--- config.mk ---
export PLATFORM = sky130hd
export DESIGN_NAME = osc_scan_mixer_flat
export DESIGN_NICKNAME = d
export VERILOG_FILES = /design/src/rtl/osc_scan_mixer_pkg.sv /design/src/rtl/osc_scan_mixer_if.sv /design/src/rtl/osc_scan_mixer_tag_pipe.sv /design/src/rtl/osc_scan_mixer.sv /design/src/flat_wrapper.sv
export SDC_FILE = /design/constraint.sdc
export NUM_CORES = 1
export LEC_CHECK = 0
export BUFFER_PORTS_ARGS = -buffer_cell sky130_fd_sc_hd__buf_2
export CAP_MARGIN = 20
export CORE_MARGIN = 3
export CORE_UTILIZATION = 60
export CTS_BUF_LIST = sky130_fd_sc_hd__clkbuf_8
export DETAILED_ROUTE_END_ITERATION = 16
export PLACE_DENSITY = 0.77
export SLEW_MARGIN = 20
export SYNTH_ARGS = -nofsm -noshare
export SYNTH_HDL_FRONTEND = slang
export SYNTH_SLANG_ARGS = --single-unit
--- constraint.sdc ---
create_clock -name sCLK_XVXOSC -period 13.4 [get_ports sCLK_XVXOSC]
set_input_delay 2.01 -clock sCLK_XVXOSC [delete_from_list [all_inputs] [get_ports sCLK_XVXOSC]]
set_output_delay 2.01 -clock sCLK_XVXOSC [all_outputs]
set_load 0.005 [all_outputs]
--- src/rtl/osc_scan_mixer_pkg.sv ---
// Shared constants, default widths and FSM encoding for the oscillator scan mixer.
package osc_scan_mixer_pkg;

   localparam int VOICES_DEF   = 8;
   localparam int V_OSC_DEF    = 4;
   localparam int V_WIDTH_DEF  = 3;
   localparam int O_WIDTH_DEF  = 2;
   localparam int OE_WIDTH_DEF = 1;
   localparam int LAT_DEF      = 2;

   localparam int LVL_ADR_BASE  = 7;
   localparam int LVL_ADR_SHIFT = 4;
   localparam int ADR_W         = 7;
   localparam int LVL_W         = 8;
   localparam int SAMPLE_W      = 17;
   localparam int PROD_W        = SAMPLE_W + LVL_W;
   localparam int PROD_SHIFT    = 7;
   localparam int TERM_W        = 18;
   localparam int MIX_W         = 20;

   typedef enum logic [1:0] {
      ST_IDLE  = 2'd0,
      ST_SCAN  = 2'd1,
      ST_DRAIN = 2'd2,
      ST_DONE  = 2'd3
   } state_e;

   // Four 18-bit terms fit in 20 bits; wider voices need one extra bit per doubling.
   function automatic int acc_width(input int v_osc);
      return (v_osc > 4) ? TERM_W + $clog2(v_osc) : MIX_W;
   endfunction

endpackage

--- src/rtl/osc_scan_mixer_if.sv ---
// Level-register write port (master drives) and per-voice mix result (slave drives).
interface osc_scan_mixer_if
   import osc_scan_mixer_pkg::*;
#(
   parameter int V_WIDTH = V_WIDTH_DEF
) ();

   logic [LVL_W-1:0]        data;
   logic [ADR_W-1:0]        adr;
   logic                    write;
   logic                    osc_sel;
   logic signed [MIX_W-1:0] mix_data;
   logic [V_WIDTH-1:0]      mix_vx;
   logic                    mix_valid;

   modport master (
      output data, adr, write, osc_sel,
      input  mix_data, mix_vx, mix_valid
   );

   modport slave (
      input  data, adr, write, osc_sel,
      output mix_data, mix_vx, mix_valid
   );

endinterface

--- src/rtl/osc_scan_mixer_tag_pipe.sv ---
// LAT-deep delay line that carries each issued scan tag alongside the sine LUT latency.
module osc_tag_pipe #(
   parameter int LAT   = 2,
   parameter int TAG_W = 7
) (
   input  logic             iRST_N,
   input  logic             sCLK_XVXOSC,
   input  logic [TAG_W-1:0] tag_in,
   output logic [TAG_W-1:0] tag_out
);

   logic [TAG_W-1:0] pipe_q [LAT];
   logic [TAG_W-1:0] pipe_d [LAT];

   always_comb begin
      pipe_d[0] = tag_in;
      for (int i = 1; i < LAT; i++) begin
         pipe_d[i] = pipe_q[i-1];
      end
   end

   // NOTE: flops take <= so every stage samples the pre-edge value of its neighbour.
   always_ff @(posedge sCLK_XVXOSC or negedge iRST_N) begin
      if (!iRST_N) begin
         for (int i = 0; i < LAT; i++) begin
            pipe_q[i] <= '0;
         end
      end else begin
         pipe_q <= pipe_d;
      end
   end

   assign tag_out = pipe_q[LAT-1];

endmodule

--- src/rtl/osc_scan_mixer.sv ---
// Scans VOICES x V_OSC oscillator indices per frame and sums level-scaled sine samples per voice.
// Define OSC_SCAN_SAT_EN to clamp mix_data to the signed 16-bit range.
module osc_scan_mixer
   import osc_scan_mixer_pkg::*;
#(
   parameter int  VOICES   = VOICES_DEF,
   parameter int  V_OSC    = V_OSC_DEF,
   parameter int  V_WIDTH  = V_WIDTH_DEF,
   parameter int  O_WIDTH  = O_WIDTH_DEF,
   parameter int  OE_WIDTH = OE_WIDTH_DEF,
   parameter int  LAT      = LAT_DEF,
   localparam int E_WIDTH  = O_WIDTH + OE_WIDTH
) (
   input  logic                        iRST_N,
   input  logic                        sCLK_XVXOSC,
   input  logic                        frame_start,
   output logic                        busy,
   osc_scan_mixer_if.slave             lvl_bus,
   output logic [V_WIDTH+E_WIDTH-1:0]  xxxx,
   input  logic signed [SAMPLE_W-1:0]  sine_lut_out,
   output logic                        frame_done
);

   localparam int ACC_W = acc_width(V_OSC);
   localparam int TAG_W = V_WIDTH + O_WIDTH + 2;
   localparam int DC_W  = (LAT > 1) ? $clog2(LAT) : 1;
   localparam logic [V_WIDTH-1:0] VX_LAST = V_WIDTH'(VOICES - 1);
   localparam logic [O_WIDTH-1:0] OX_LAST = O_WIDTH'(V_OSC - 1);
   localparam logic [DC_W-1:0]    DC_LAST = DC_W'(LAT - 1);
`ifdef OSC_SCAN_SAT_EN
   localparam logic signed [ACC_W-1:0] SAT_HI = ACC_W'(32767);
   localparam logic signed [ACC_W-1:0] SAT_LO = ACC_W'(-32768);
`endif

   state_e                   state_q, state_d;
   logic [V_WIDTH-1:0]       vx_q, vx_d;
   logic [O_WIDTH-1:0]       ox_q, ox_d;
   logic [DC_W-1:0]          dc_q, dc_d;
   logic [LVL_W-1:0]         lvl_q [V_OSC];
   logic [LVL_W-1:0]         lvl_d [V_OSC];
   logic [LVL_W-1:0]         shd_q [V_OSC];
   logic [LVL_W-1:0]         shd_d [V_OSC];
   logic signed [ACC_W-1:0]  acc_q, acc_d, acc_base, acc_sum;
   logic signed [TERM_W-1:0] term;
   logic signed [MIX_W-1:0]  mix_data_q, mix_data_d, mix_sum;
   logic [V_WIDTH-1:0]       mix_vx_q, mix_vx_d;
   logic                     mix_valid_q, mix_valid_d;
   logic                     accept, last_idx;
   logic [TAG_W-1:0]         tag_in, tag_out;
   logic                     t_valid, t_last;
   logic [V_WIDTH-1:0]       t_vx;
   logic [O_WIDTH-1:0]       t_ox;

   assign accept   = (state_q == ST_IDLE) && frame_start;
   assign last_idx = (vx_q == VX_LAST) && (ox_q == OX_LAST);

   always_ff @(posedge sCLK_XVXOSC or negedge iRST_N) begin
      if (!iRST_N) state_q <= ST_IDLE;
      else         state_q <= state_d;
   end

   always_comb begin
      // NOTE: default first so every path assigns state_d and no latch is inferred.
      state_d = state_q;
      unique case (state_q)
         ST_IDLE:  if (frame_start)     state_d = ST_SCAN;
         ST_SCAN:  if (last_idx)        state_d = ST_DRAIN;
         ST_DRAIN: if (dc_q == DC_LAST) state_d = ST_DONE;
         ST_DONE:                       state_d = ST_IDLE;
         default:                       state_d = ST_IDLE;
      endcase
   end

   always_comb begin
      busy       = (state_q == ST_SCAN) || (state_q == ST_DRAIN);
      frame_done = (state_q == ST_DONE);
   end

   always_comb begin
      vx_d = vx_q;
      ox_d = ox_q;
      dc_d = (state_q == ST_DRAIN) ? dc_q + 1'b1 : '0;
      if (accept) begin
         vx_d = '0;
         ox_d = '0;
      end else if ((state_q == ST_SCAN) && !last_idx) begin
         if (ox_q == OX_LAST) begin
            ox_d = '0;
            vx_d = vx_q + 1'b1;
         end else begin
            ox_d = ox_q + 1'b1;
         end
      end
   end

   // Writes land in lvl; the shadow copy taken at frame acceptance is what the scan uses.
   always_comb begin
      lvl_d = lvl_q;
      shd_d = shd_q;
      if (accept) shd_d = lvl_q;
      for (int o = 0; o < V_OSC; o++) begin
         if (lvl_bus.write && lvl_bus.osc_sel &&
             (lvl_bus.adr == ADR_W'(LVL_ADR_BASE + (o << LVL_ADR_SHIFT)))) begin
            lvl_d[o] = lvl_bus.data;
         end
      end
   end

   assign tag_in = {state_q == ST_SCAN, vx_q, ox_q, ox_q == OX_LAST};

   osc_tag_pipe #(
      .LAT   (LAT),
      .TAG_W (TAG_W)
   ) u_tag_pipe (
      .iRST_N      (iRST_N),
      .sCLK_XVXOSC (sCLK_XVXOSC),
      .tag_in      (tag_in),
      .tag_out     (tag_out)
   );

   assign t_valid = tag_out[TAG_W-1];
   assign t_vx    = tag_out[TAG_W-2 -: V_WIDTH];
   assign t_ox    = tag_out[1 +: O_WIDTH];
   assign t_last  = tag_out[0];

   always_comb begin
      term     = TERM_W'((PROD_W'(sine_lut_out) * PROD_W'($signed({1'b0, shd_q[t_ox]})))
                         >>> PROD_SHIFT);
      acc_base = (t_ox == '0) ? '0 : acc_q;
      acc_sum  = acc_base + ACC_W'(term);
`ifdef OSC_SCAN_SAT_EN
      if (acc_sum > SAT_HI)      mix_sum = MIX_W'(SAT_HI);
      else if (acc_sum < SAT_LO) mix_sum = MIX_W'(SAT_LO);
      else                       mix_sum = MIX_W'(acc_sum);
`else
      mix_sum = MIX_W'(acc_sum);
`endif
      acc_d       = acc_q;
      mix_data_d  = mix_data_q;
      mix_vx_d    = mix_vx_q;
      mix_valid_d = 1'b0;
      if (t_valid) begin
         acc_d = acc_sum;
         if (t_last) begin
            mix_valid_d = 1'b1;
            mix_data_d  = mix_sum;
            mix_vx_d    = t_vx;
         end
      end
   end

   // NOTE: the level arrays are reset in full; a reset must leave every level reading zero.
   always_ff @(posedge sCLK_XVXOSC or negedge iRST_N) begin
      if (!iRST_N) begin
         vx_q        <= '0;
         ox_q        <= '0;
         dc_q        <= '0;
         acc_q       <= '0;
         mix_data_q  <= '0;
         mix_vx_q    <= '0;
         mix_valid_q <= 1'b0;
         for (int o = 0; o < V_OSC; o++) begin
            lvl_q[o] <= '0;
            shd_q[o] <= '0;
         end
      end else begin
         vx_q        <= vx_d;
         ox_q        <= ox_d;
         dc_q        <= dc_d;
         acc_q       <= acc_d;
         mix_data_q  <= mix_data_d;
         mix_vx_q    <= mix_vx_d;
         mix_valid_q <= mix_valid_d;
         lvl_q       <= lvl_d;
         shd_q       <= shd_d;
      end
   end

   assign xxxx              = {vx_q, ox_q, {OE_WIDTH{1'b0}}};
   assign lvl_bus.mix_data  = mix_data_q;
   assign lvl_bus.mix_vx    = mix_vx_q;
   assign lvl_bus.mix_valid = mix_valid_q;

endmodule

--- src/flat_wrapper.sv ---
// flat-port wrapper written by rule: the top's interface ports become plain ports
module osc_scan_mixer_flat import osc_scan_mixer_pkg::*;
#(
   parameter int  VOICES   = VOICES_DEF,
   parameter int  V_OSC    = V_OSC_DEF,
   parameter int  V_WIDTH  = V_WIDTH_DEF,
   parameter int  O_WIDTH  = O_WIDTH_DEF,
   parameter int  OE_WIDTH = OE_WIDTH_DEF,
   parameter int  LAT      = LAT_DEF,
   localparam int E_WIDTH  = O_WIDTH + OE_WIDTH
)
  (iRST_N, sCLK_XVXOSC, frame_start, busy, xxxx, sine_lut_out, frame_done, lvl_bus_data, lvl_bus_adr, lvl_bus_write, lvl_bus_osc_sel, lvl_bus_mix_data, lvl_bus_mix_vx, lvl_bus_mix_valid);
  osc_scan_mixer_if #(.V_WIDTH(V_WIDTH)) lvl_bus_i ();
  input  logic iRST_N;
  input  logic sCLK_XVXOSC;
  input  logic frame_start;
  output logic busy;
  output logic [V_WIDTH+E_WIDTH-1:0] xxxx;
  input  logic signed [SAMPLE_W-1:0] sine_lut_out;
  output logic frame_done;
  input wire logic [$bits(lvl_bus_i.data)-1:0] lvl_bus_data;
  input wire logic [$bits(lvl_bus_i.adr)-1:0] lvl_bus_adr;
  input wire logic [$bits(lvl_bus_i.write)-1:0] lvl_bus_write;
  input wire logic [$bits(lvl_bus_i.osc_sel)-1:0] lvl_bus_osc_sel;
  output wire logic [$bits(lvl_bus_i.mix_data)-1:0] lvl_bus_mix_data;
  output wire logic [$bits(lvl_bus_i.mix_vx)-1:0] lvl_bus_mix_vx;
  output wire logic [$bits(lvl_bus_i.mix_valid)-1:0] lvl_bus_mix_valid;
  assign lvl_bus_i.data = lvl_bus_data;
  assign lvl_bus_i.adr = lvl_bus_adr;
  assign lvl_bus_i.write = lvl_bus_write;
  assign lvl_bus_i.osc_sel = lvl_bus_osc_sel;
  assign lvl_bus_mix_data = lvl_bus_i.mix_data;
  assign lvl_bus_mix_vx = lvl_bus_i.mix_vx;
  assign lvl_bus_mix_valid = lvl_bus_i.mix_valid;
  osc_scan_mixer #(.VOICES(VOICES), .V_OSC(V_OSC), .V_WIDTH(V_WIDTH), .O_WIDTH(O_WIDTH), .OE_WIDTH(OE_WIDTH), .LAT(LAT)) u_core (.iRST_N(iRST_N), .sCLK_XVXOSC(sCLK_XVXOSC), .frame_start(frame_start), .busy(busy), .lvl_bus(lvl_bus_i), .xxxx(xxxx), .sine_lut_out(sine_lut_out), .frame_done(frame_done));
endmodule
Yosys cells after proc, flatten, opt, wreduce, memory -nomap -nowiden
Index checks and enable logic that the tools add are counted.
{"block": "word_totals", "inputBits": 37, "reg_bits": 130, "out_inout_bits": 32}
{"block": "classes", "n_lt_le_gt_ge": 1, "reduce_logical": 17, "n_mul": 1, "muxes": 17, "bitwise": 1, "n_eq_ne": 12, "add_sub_neg": 4}
{"operator": "multiplier 17 x 9 -> 25 bit", "count": 1}
{"operator": "adder 20 x 18 -> 20 bit", "count": 1}
{"operator": "2-to-1 mux 20 bit", "count": 1}
{"operator": "binary-select mux 8 bit (select 2 bit)", "count": 1}
{"operator": "2-to-1 mux 8 bit", "count": 2}
{"operator": "== test 7 x 6 -> 1 bit, second input constant", "count": 2}
{"operator": "2-to-1 mux 2 bit", "count": 6}
{"operator": "2-to-1 mux 3 bit", "count": 3}
{"operator": "logical AND 1 bit", "count": 8}
{"operator": "case mux 2 bit (4 select lines)", "count": 1}
{"operator": "== test 7 x 3 -> 1 bit, second input constant", "count": 1}
{"operator": "== test 7 x 5 -> 1 bit, second input constant", "count": 1}
{"operator": "== test 2 bit, second input constant", "count": 3}
{"operator": "logical NOT 2 bit", "count": 2}
{"operator": "inequality test 2 x 1 -> 1 bit, second input constant", "count": 2}
{"operator": "AND reduction 2 bit", "count": 2}
{"operator": "nonzero test 2 bit", "count": 2}
{"operator": "adder 3 x 1 -> 3 bit, second input constant", "count": 1}
{"operator": "== test 3 bit, second input constant", "count": 1}
{"operator": ">= comparator 3 bit, second input constant", "count": 1}
{"operator": "2-to-1 mux 1 bit", "count": 3}
{"operator": "NOT 2 -> 3 bit", "count": 1}
{"operator": "AND reduction 3 bit", "count": 1}
{"operator": "adder 2 x 1 -> 2 bit, second input constant", "count": 1}
{"operator": "other kinds (5)", "count": 5}

Logic depth before layout (Yosys ltp)
Gate-level depths: netlist of the first run.
{"block": "depth", "word_depth": 6, "ltp_mapped": 34, "depth_no_buf": 32}

Modules after synthesis
From an unflattened synthesis of the first run, not the netlist that was laid out.
{"block": "unflattened", "hier_cells": 1034, "hier_area_um2": 10789.1}
{"module": "osc_scan_mixer", "seq_area_each_um2": 2902.8, "instances": 1, "cells_per_inst": 1020, "area_each_um2": 10438.8}
{"module": "osc_tag_pipe", "seq_area_each_um2": 350.3, "instances": 1, "cells_per_inst": 14, "area_each_um2": 350.3}

Worst setup path after synthesis of the first run
Ideal clock, no wire load.
{"block": "synth_path", "path_type": "input to register", "from": "input port sine_lut_out[6]", "to": "register u_core.acc_q[19]", "n_path_buf": 0, "cell_stages": 30, "t_arrival_ns": 8.330, "t_required_ns": 13.325, "slack_ns": 4.995, "path_cell_list": "nand2_1 > fa_1 > inv_1 > fa_1 > fa_1 > inv_1 > fa_1 > inv_1 > ha_1 > a2111oi_0 > o21ai_0 > and3b_1 > a221o_1 > nor2_1 > nor2b_1 > nor2_1 > nor2b_1 > nor2_1 > xnor2_1 > ha_1 > and3_1 > a31oi_1 > o21ai_0 > a31oi_1 > o21ai_0 > or3_1 > a311oi_1 > a211o_1 > mux2_4 > o21ai_2"}
{"block": "synth_via", "elab_chain_len": 2}
{"item": "start: declaration", "line_no": "flat_wrapper.sv:19", "rtl": "input logic signed [SAMPLE_W-1:0] sine_lut_out;"}
{"item": "multiplier 17 x 9 -> 25 bit", "line_no": "osc_scan_mixer.sv:127", "rtl": "term = TERM_W'((PROD_W'(sine_lut_out) * PROD_W'($signed({1'b0, shd_q[t_ox]})))"}
{"item": "adder 20 x 18 -> 20 bit", "line_no": "osc_scan_mixer.sv:130", "rtl": "acc_sum = acc_base + ACC_W'(term);"}
{"item": "end signal: assignment", "line_no": "osc_scan_mixer.sv:158", "rtl": "acc_q <= '0;"}
{"item": "end signal: assignment", "line_no": "osc_scan_mixer.sv:170", "rtl": "acc_q <= acc_d;"}
{"item": "end: declaration", "line_no": "osc_scan_mixer.sv:43", "rtl": "logic signed [ACC_W-1:0] acc_q, acc_d, acc_base, acc_sum;"}
Every way passes these cells.
A chain may end at the register's enable or synchronous reset.

Worst setup path in the final report of the first run
Ends and elaborated chain as after synthesis.

==> flow_summary.toml, run 1 <==
[placed_design]
portBuffers = 67
dp_slack_ps = 4350
routabilityCongestion = 0.867
placedCellCount = 1259
dp.final_hpwl_um = 15800

[final_layout]
syn2layout_area_growth_pct = 8.61
final_nets = 1273
layout.cells.non_filler = 1290
diodes = 0
final_layout_size_suffix_gt1_share_pct = 20.3

[die]
die-area_um2 = 19300
rows = 47
floorplan.die.height_um = 139
die_x_um = 139
top_level_ports = 69
coreArea_um2 = 16900
start_util_pct = 62.6

[logic_synthesis]
netlist_instances = 997
synth_edf_count = 0
syn_nets = 1212
yosysTopAreaCell = "dfrtp_1"
synthFlopType = "dfrtp_1"
synth_warnings = 0
syn_area_um2 = 10600
ys_top_cells_by_count = "inv_1, dfrtp_1, fa_1"
ys_ff_latch = 130
synthArstFlopShare_pct = 100
ys_seq_area_share_pct = 30.7
syn_area_per_cell_um2 = 10.6
synth.most_common_cell = "inv_1"
synth_area_leaders = "dfrtp_1, fa_1, mux2_2"
netlist.area_leader.share_pct = 30.7
synth.distinct_cells = 60

[pwr]
combPwrFrac_pct = 60.1
peakVddDrop_uv = 140
clkPwrFrac_pct = 14.9
p_leak_nw = 6.17
p_per_area_nw_per_um2 = 192
switching_share_pct = 43.6
power_switching_mw = 0.964
seqPwrFrac_pct = 25.0
power_mw = 2.21
power.internal_mw = 1.25

[clocking]
htreeDepth = 4
cts_buffers = 17
root_buffer = "clkbuf_8"
cts_hold_buffers = 0
insertion_delay_ps = 420
clk_pin_slew_ps = 70
post_cts_buffers = 0
cts_resized = 0
max-clock-path-buffers = 2
cts.sinks = 130
cts_tree = "done"

[timing]
fmax_mhz = 115
final_hold_viol_count = 0
period_share_pct = 64.6
maxSlewHeadroom_pct = 35.5
fin_tns_setup_ps = 0
drv_slew = 0
tightest_slew_ps = 964
rsz0062_at_grt = "no"
min_period_ps = 8660
postLayoutSetupSlackWorst_ps = 4740
skew_ps = 10.8
setup_viol = 0

[global_routing]
grt_use_total_pct = 22.7
first_global_vias = 7551
grt_pass1_wl_um = 36500
grt_overflow_total = 0
grt_max_degree = 78
antenna_found_initial = 0

[job]
drv_cap = 0

[route]
drtPass1Iterations = 5
drtAntennaViolNets = 0
avgViaCountPerCell = 5.36
drc = 0
wl_um = 20200
num_vias = 6916
drt-wirelength-per-cell_um = 15.6
drtIter0Drc = 320

[setup_path]
critPathBufInv = 4
cp-start-kind = "primary input"
max_stage_delay_ps = 570
crit_family = "adder cells"
cp.arrival_ps = 9010
cp-end-kind = "flop"
slowest_stage = "fa_1"
critPathRequiredTime_ps = 13750
cp_max_fo = 8
critPathKind = "in2reg"
critical_path.most_common_cell = "fa_1"

[hold_path]
hold_path.class = "reg2reg"

[outcome]
outcome = "complete, no violations"
==> metrics by stage <==
stage	util [%]	hold WS [ps]	cell area (µm²)
2_1_floorplan	-	331	10600
3_3_place_gp	65.6	331	11100
3_5_place_dp	65.6	335	11100
4_1_cts	68.0	347	11500
5_1_grt	68.0	355	11500
6_report	68.0	343	11500
==> logic make-up after synthesis <==
kind of cell    synth area share, %
mux                            12.4
xor+xnor                       2.73
compound gates                 5.96
buf+inv                        7.02
flops                          30.7
fa+ha+maj                      28.5
other cells                  0.0354
simple gates                   12.6
==> state kept, by name, summed over array words and instances (netlist names) <==
signal and count:
u_core.u_tag_pipe.pipe_d 7, u_core.shd_q 32, u_core.lvl_q 32, u_core.lvl_bus.mix_vx 3, u_core.lvl_bus.mix_valid 1, u_core.lvl_bus.mix_data 20
u_core.ox_q 2, u_core.acc_q 20, u_core.vx_q 3, u_core.state_q 2, u_core.u_tag_pipe.tag_out 7, u_core.dc_q 1
==> cells in the final DEF (no fill, tap or decap), types with 3 or more instances in the layout <==
cell,netlist,final
mux2i_1,3,3
and4_1,3,3
o21a_1,7,7
buf_4,6,4
clkbuf_8,0,22
o21ai_0,19,19
nand2_1,94,94
nor3_1,9,9
nor2b_1,28,28
o2111ai_1,4,4
nor2_1,32,32
o21bai_1,4,4
a211oi_1,6,6
a21o_1,13,13
xor2_1,5,5
mux2_2,97,97
ha_1,72,72
nand2b_1,3,3
buf_2,1,66
dfrtp_1,130,129
a21oi_1,20,20
clkinv_2,0,4
nand3_1,9,9
fa_1,106,106
xnor2_1,28,28
mux4_2,8,8
and2_1,62,62
or2_2,3,3
inv_1,161,161
nand3b_1,3,3
a31oi_1,4,4
==> worst register-to-register path, delay by kind of cell, from the launching register on <==
family,cells,cell delay [ps]
adder cells (fa/ha/maj),6,2600
AO/OA/AOI/OAI,10,2070
AND/OR/NAND/NOR,9,1500
multiplexers,2,1130
flip-flops,1,750
buffers and inverters,3,190
XOR/XNOR,1,80
==> worst paths after layout <==
kind / cells after the start / slack [ps] / end / start
worst min-delay path: 0 / 340 / u_core.u_tag_pipe.tag_out[2]$_DFF_PN0_ / u_core.u_tag_pipe.pipe_d[2]$_DFF_PN0_
max in group asynchronous: 2 / 10460 / u_core.u_tag_pipe.tag_out[6]$_DFF_PN0_ / iRST_N
worst max register to register: 31 / 4990 / u_core.acc_q[19]$_DFFE_PN0P_ / u_core.u_tag_pipe.tag_out[1]$_DFF_PN0_
worst max-delay path: 31 / 4740 / u_core.acc_q[19]$_DFFE_PN0P_ / sine_lut_out[6]
worst min register to register: 0 / 340 / u_core.u_tag_pipe.tag_out[2]$_DFF_PN0_ / u_core.u_tag_pipe.pipe_d[2]$_DFF_PN0_
min in group asynchronous: 1 / 1720 / u_core.lvl_q[10]$_DFFE_PN0P_ / iRST_N
==> layout make-up <==
type | instances | area [µm²]
multi-input combinational | 677 | 6610
clock buffer | 22 | 303
clock inverter | 9 | 104
fill | 1290 | 5430
inverter | 162 | 608
tap | 220 | 275
timing repair buffer | 70 | 360
sequential | 130 | 3250
==> per-layer routing <==
| metal | GRT usage (%) | part of all wire [%] |
|---|---|---|
| met3 | 4.21 | 3.6 |
| met5 | 0 | 0 |
| met2 | 37.4 | 48 |
| met4 | 4.27 | 0.86 |
| met1 | 32.2 | 47 |
==> power groups by stage <==
stage	sequential, mW	clock [mW]	combinational, mW
after floorplan	0.524	0	1.04
after global placement	0.554	0	1.29
after detailed placement	0.559	0	1.31
after CTS	0.553	0.338	1.34
after global routing	0.567	0.354	1.52
final	0.553	0.330	1.33
No activity file was read; power rests on OpenSTA's default activity.
==> run 2: changes to the inputs <==
- ABC_AREA: default -> 1
- CORE_UTILIZATION: 60 -> 58
- PLACE_DENSITY: 0.77 -> 0.78
- clock period: 13.4 -> 7.8 ns (I/O delays scaled with it)
==> flow_summary.toml, run 2 <==
[die]
coreArea_um2 = 18100
top_level_ports = 69
rows = 49
die_x_um = 142
die-area_um2 = 20300
start_util_pct = 59.5
floorplan.die.height_um = 142

[final_layout]
final_cell_mix = "nand2_1, inv_1, dfrtp_1"
n_fill_cell = 1513
final_common_cell = "nand2_1"
final_util_pct = 64.5
diodes = 0
final_layout_size_suffix_gt1_share_pct = 12.8
design_area_um2 = 11700
largestRegisters = "u_core.lvl_q (32), u_core.shd_q (32)"
final_nets = 1543
syn2layout_area_growth_pct = 8.34
layout.cells.non_filler = 1570

[clocking]
max-clock-path-buffers = 2
cts_hold_buffers = 0
htreeDepth = 4
cts.sinks = 130
cts_tree = "done"
insertion_delay_ps = 440
root_buffer = "clkbuf_8"
clk_pin_slew_ps = 80
post_cts_buffers = 0
cts_buffers = 17
cts_resized = 0

[logic_synthesis]
ys_seq_area_share_pct = 30.1
netlist_instances = 1268
synthArstFlopShare_pct = 100
ys_top_cells_by_count = "nand2_1, inv_1, dfrtp_1"
synth.most_common_cell = "nand2_1"
syn_area_per_cell_um2 = 8.51
netlist.area_leader.share_pct = 30.1
syn_nets = 1483
synth-xor-area-share_pct = 2.76
synthSimpleGateAreaFrac_pct = 18.0
yosysTopAreaCell = "dfrtp_1"
ys_ff_latch = 130
synth_area_leaders = "dfrtp_1, fa_1, nand2_1"
synthMuxAreaShare_pct = 3.43
synth.distinct_cells = 46
synth_adder_area_share_pct = 28.0
synth-compound-area-share_pct = 7.73
synth_top_family_by_area = "adder cells"
synth_edf_count = 0
synthFlopType = "dfrtp_1"
synth_warnings = 0
syn_area_um2 = 10800

[setup_path]
r2r_cells = 36
critPathRequiredTime_ps = 8130
reg2reg_slack_ps = 700
cp_max_fo = 19
slowest_stage = "dfrtp_1"
cp-end-kind = "flop"
crit-reg2reg-launch = "u_core.u_tag_pipe.tag_out[1]$_DFF_PN0_"
critical_path.most_common_cell = "nand2_1"
critPathKind = "reg2reg"
cp.arrival_ps = 7430
r2r_end = "u_core.lvl_bus.mix_data[19]$_DFFE_PN0P_"
crit_family = "adder cells"
max_stage_delay_ps = 770
critPathBufInv = 6
cp-start-kind = "flop"

[hold_path]
min_path_cells = 0
min_to = "u_core.u_tag_pipe.tag_out[2]$_DFF_PN0_"
hp-start = "u_core.u_tag_pipe.pipe_d[2]$_DFF_PN0_"
hold_path.class = "reg2reg"

[placed_design]
portBuffers = 67
placed_area_um2 = 11300
placedCellCount = 1538
routabilityCongestion = 0.913
dp.final_hpwl_um = 17700

[outcome]
outcome = "complete, no violations"

[timing]
rsz0062_at_grt = "no"
fmax_mhz = 141
tightest_slew_ps = 972
fin_tns_setup_ps = 0
drv_slew = 0
min_period_ps = 7100
skew_ps = 16.7
period_share_pct = 91.0
setup_viol = 0
maxSlewHeadroom_pct = 35.0
final_hold_viol_count = 0

[global_routing]
grt_max_degree = 75
first_global_vias = 8363
grt_overflow_total = 0
grt_pass1_wl_um = 38700
antenna_found_initial = 0
grt_use_total_pct = 23.7

[route]
drtAntennaViolNets = 0
drtIter0Drc = 421
wl_um = 22600
drt-wirelength-per-cell_um = 14.4
drc = 0
avgViaCountPerCell = 5.20
drtPass1Iterations = 6
num_vias = 8162

[job]
drv_cap = 0
## run 2: cell count changes after synthesis, sizes merged, moves of 11 or more
cell | before | now
a21oi | 20 | 44
and2 | 62 | 0
inv | 161 | 241
mux2 | 98 | 32
nand2 | 94 | 281
nand3 | 9 | 52
nor2 | 32 | 120
nor2b | 28 | 0
o21ai | 21 | 96
xor2 | 5 | 16
## run 2: cell families after synthesis
group                    count (synthesis)
AO/OA/AOI/OAI                          150
XOR/XNOR                                34
other                                    1
adder cells (fa/ha/maj)                178
multiplexers                            33
buffers and inverters                  275
flip-flops                             130
AND/OR/NAND/NOR                        467
## run 2: worst max-delay path by stage
stage	start	end	slack, ps	cells past startpoint
6_report	u_core.u_tag_pipe.tag_out[1]$_DFF_PN0_	u_core.lvl_bus.mix_data[19]$_DFFE_PN0P_	700	36
5_1_grt	u_core.u_tag_pipe.tag_out[1]$_DFF_PN0_	u_core.lvl_bus.mix_data[19]$_DFFE_PN0P_	30	35
4_1_cts	u_core.u_tag_pipe.tag_out[1]$_DFF_PN0_	u_core.acc_q[19]$_DFFE_PN0P_	730	36
3_5_place_dp	u_core.u_tag_pipe.tag_out[1]$_DFF_PN0_	u_core.lvl_bus.mix_data[19]$_DFFE_PN0P_	780	36
3_3_place_gp	u_core.u_tag_pipe.tag_out[1]$_DFF_PN0_	u_core.acc_q[16]$_DFFE_PN0P_	890	31
2_1_floorplan	u_core.u_tag_pipe.tag_out[1]$_DFF_PN0_	u_core.acc_q[19]$_DFFE_PN0P_	1600	38
## run 2: final cells by class
class / count / area (µm²) / area share, %
tap: 229 / 287 / 2.45
multi-input combinational: 863 / 6470 / 55.3
clock buffer: 19 / 262 / 2.24
clock inverter: 13 / 125 / 1.07
timing repair buffer: 73 / 383 / 3.27
sequential: 130 / 3250 / 27.8
inverter: 243 / 920 / 7.86
## run 2: per-layer routing
| layer | vias to the layer above | GRT usage, % | routed length (µm) |
|---|---|---|---|
| li1 | 4028 | - | - |
| met1 | 3899 | 31.1 | 9890 |
| met2 | 197 | 41.2 | 11300 |
| met3 | 38 | 3.33 | 819 |
| met4 | 0 | 7.30 | 493 |
| met5 | - | 0 | 0 |
## run 2: through the flow
| step | hold WS [ps] | worst slack, ps |
|---|---|---|
| final | 352 | 699 |
| after global placement | 332 | 891 |
| after CTS | 353 | 727 |
| after floorplan | 331 | 1600 |
| after detailed placement | 335 | 778 |
| after global routing | 353 | 32.5 |
Power of run 2 is left out: the tool's default activity adds up to more than one toggle a clock period on the data nets, which glitch-free logic cannot reach.
==> run 3: changes to the inputs <==
- CORE_UTILIZATION: 58 -> 60
- PLACE_DENSITY: 0.78 -> 0.77
- SLEW_MARGIN: 20 -> 30
- clock period: 7.8 -> 6.7 ns (I/O delays scaled with it)
==> flow_summary.toml, run 3 (synthesized netlist as in run 2, its figures left out) <==
[setup_path]
max_stage_delay_ps = 610
slowest_stage = "fa_2"
critical_path.most_common_cell = "inv_1"
critPathKind = "reg2reg"
cp-end-kind = "flop"
r2r_cells = 30
cp.arrival_ps = 6640
critPathRequiredTime_ps = 7020
cp-start-kind = "flop"
reg2reg_slack_ps = 380
r2r_end = "u_core.acc_q[18]$_DFFE_PN0P_"
crit-reg2reg-launch = "u_core.u_tag_pipe.tag_out[2]$_DFF_PN0_"
cp_max_fo = 4

[global_routing]
grt_max_degree = 73
grt_use_total_pct = 25.8
grt_overflow_total = 0
grt_pass1_wl_um = 41200
first_global_vias = 9085
antenna_found_initial = 0

[clocking]
max-clock-path-buffers = 2
cts_tree = "done"
root_buffer = "clkbuf_8"
cts.sinks = 130
cts_hold_buffers = 0
cts_buffers = 17
htreeDepth = 4
clk_pin_slew_ps = 90
insertion_delay_ps = 450

[job]
drv_cap = 0

[timing]
fin_tns_setup_ps = 0
skew_ps = 12.8
drv_slew = 0
setup_viol = 0
fmax_mhz = 158
rsz0062_at_grt = "yes"
final_hold_viol_count = 0
tightest_slew_ps = 850
maxSlewHeadroom_pct = 43.3
period_share_pct = 94.4
postLayoutSetupSlackWorst_ps = 378
min_period_ps = 6320

[die]
rows = 48
top_level_ports = 69
start_util_pct = 61.8
coreArea_um2 = 17500
floorplan.die.height_um = 140
die_x_um = 140
die-area_um2 = 19600

[final_layout]
final_nets = 1623
final_common_cell = "nand2_1"
multi_input_area_um2 = 6540
seq_area_um2 = 3250
final_layout_size_suffix_gt1_share_pct = 19.2
final_cell_mix = "nand2_1, inv_1, dfrtp_1"
largestRegisters = "u_core.lvl_q (32), u_core.shd_q (32)"
syn2layout_area_growth_pct = 15.1
n_fill_cell = 1382
diodes = 0

[route]
drtPass1Iterations = 7
drc = 0
drtAntennaViolNets = 0
drt-wirelength-per-cell_um = 14.4
num_vias = 8636
avgViaCountPerCell = 5.25
wl_um = 23800
drtIter0Drc = 482

[placed_design]
routabilityCongestion = 0.896
dp_slack_ps = 33.5
dp.final_hpwl_um = 18800
portBuffers = 67

[outcome]
outcome = "complete, no violations"

[hold_path]
hold_path.class = "reg2reg"
hp-start = "u_core.u_tag_pipe.pipe_d[2]$_DFF_PN0_"
min_to = "u_core.u_tag_pipe.tag_out[2]$_DFF_PN0_"
min_path_cells = 0
-- run 3: repair_timing --
| action | 4_1_cts | 5_1_grt |
|---|---|---|
| endpoints found under the setup margin | 0 | 19 |
| setup buffers | 0 | 5 |
| gates resized for setup | 0 | 24 |
-- run 3: routing by layer --
metal  vias up  GRT usage [%]  share of wire [%]
met3        50           5.16                4.7
met5         -              0                  0
li1       4181              -                  -
met2       209           46.6                 52
met4         0           8.82                2.8
met1      4196           30.7                 40
-- run 3: cell type report --
class / count / share of cell area (%)
clock buffers: 18 / 1.99
clock inverters: 14 / 1.29
inverters: 243 / 7.43
multi-input cells: 863 / 52.6
flip-flops and latches: 130 / 26.2
well taps: 225 / 2.27
repair buffers: 153 / 8.22
-- run 3: how the worst max path moves through the flow --
stage	startpoint	endpoint	cells past startpoint
6_report	u_core.u_tag_pipe.tag_out[2]$_DFF_PN0_	u_core.acc_q[18]$_DFFE_PN0P_	30
5_1_grt	u_core.u_tag_pipe.tag_out[1]$_DFF_PN0_	u_core.acc_q[18]$_DFFE_PN0P_	33
4_1_cts	u_core.u_tag_pipe.tag_out[1]$_DFF_PN0_	u_core.acc_q[18]$_DFFE_PN0P_	32
3_5_place_dp	sine_lut_out[16]	u_core.acc_q[18]$_DFFE_PN0P_	28
3_3_place_gp	sine_lut_out[16]	u_core.lvl_bus.mix_data[18]$_DFFE_PN0P_	28
2_1_floorplan	u_core.u_tag_pipe.tag_out[1]$_DFF_PN0_	u_core.acc_q[19]$_DFFE_PN0P_	38
-- run 3: worst max-delay path: cells and delay by family, from the launching register on --
kind	cells	cell delay [ps]
adder cells (fa/ha/maj)	6	2740
AND/OR/NAND/NOR	12	1590
flip-flops	1	460
AO/OA/AOI/OAI	4	480
buffers and inverters	8	920
-- run 3: through the flow --
| step | util (%) | cell area (µm²) | hold WS (ps) | instances |
|---|---|---|---|---|
| final | 71.1 | 12400 | 349 | 1646 |
| after global routing | 71.1 | 12400 | 363 | 1646 |
| after CTS | 70.5 | 12300 | 353 | 1641 |
| after detailed placement | 68.1 | 11900 | 335 | 1609 |
| after global placement | 68.1 | 11900 | 332 | 1609 |
| after floorplan | - | 10800 | 331 | 1268 |
Power of run 3 is left out for the same reason.
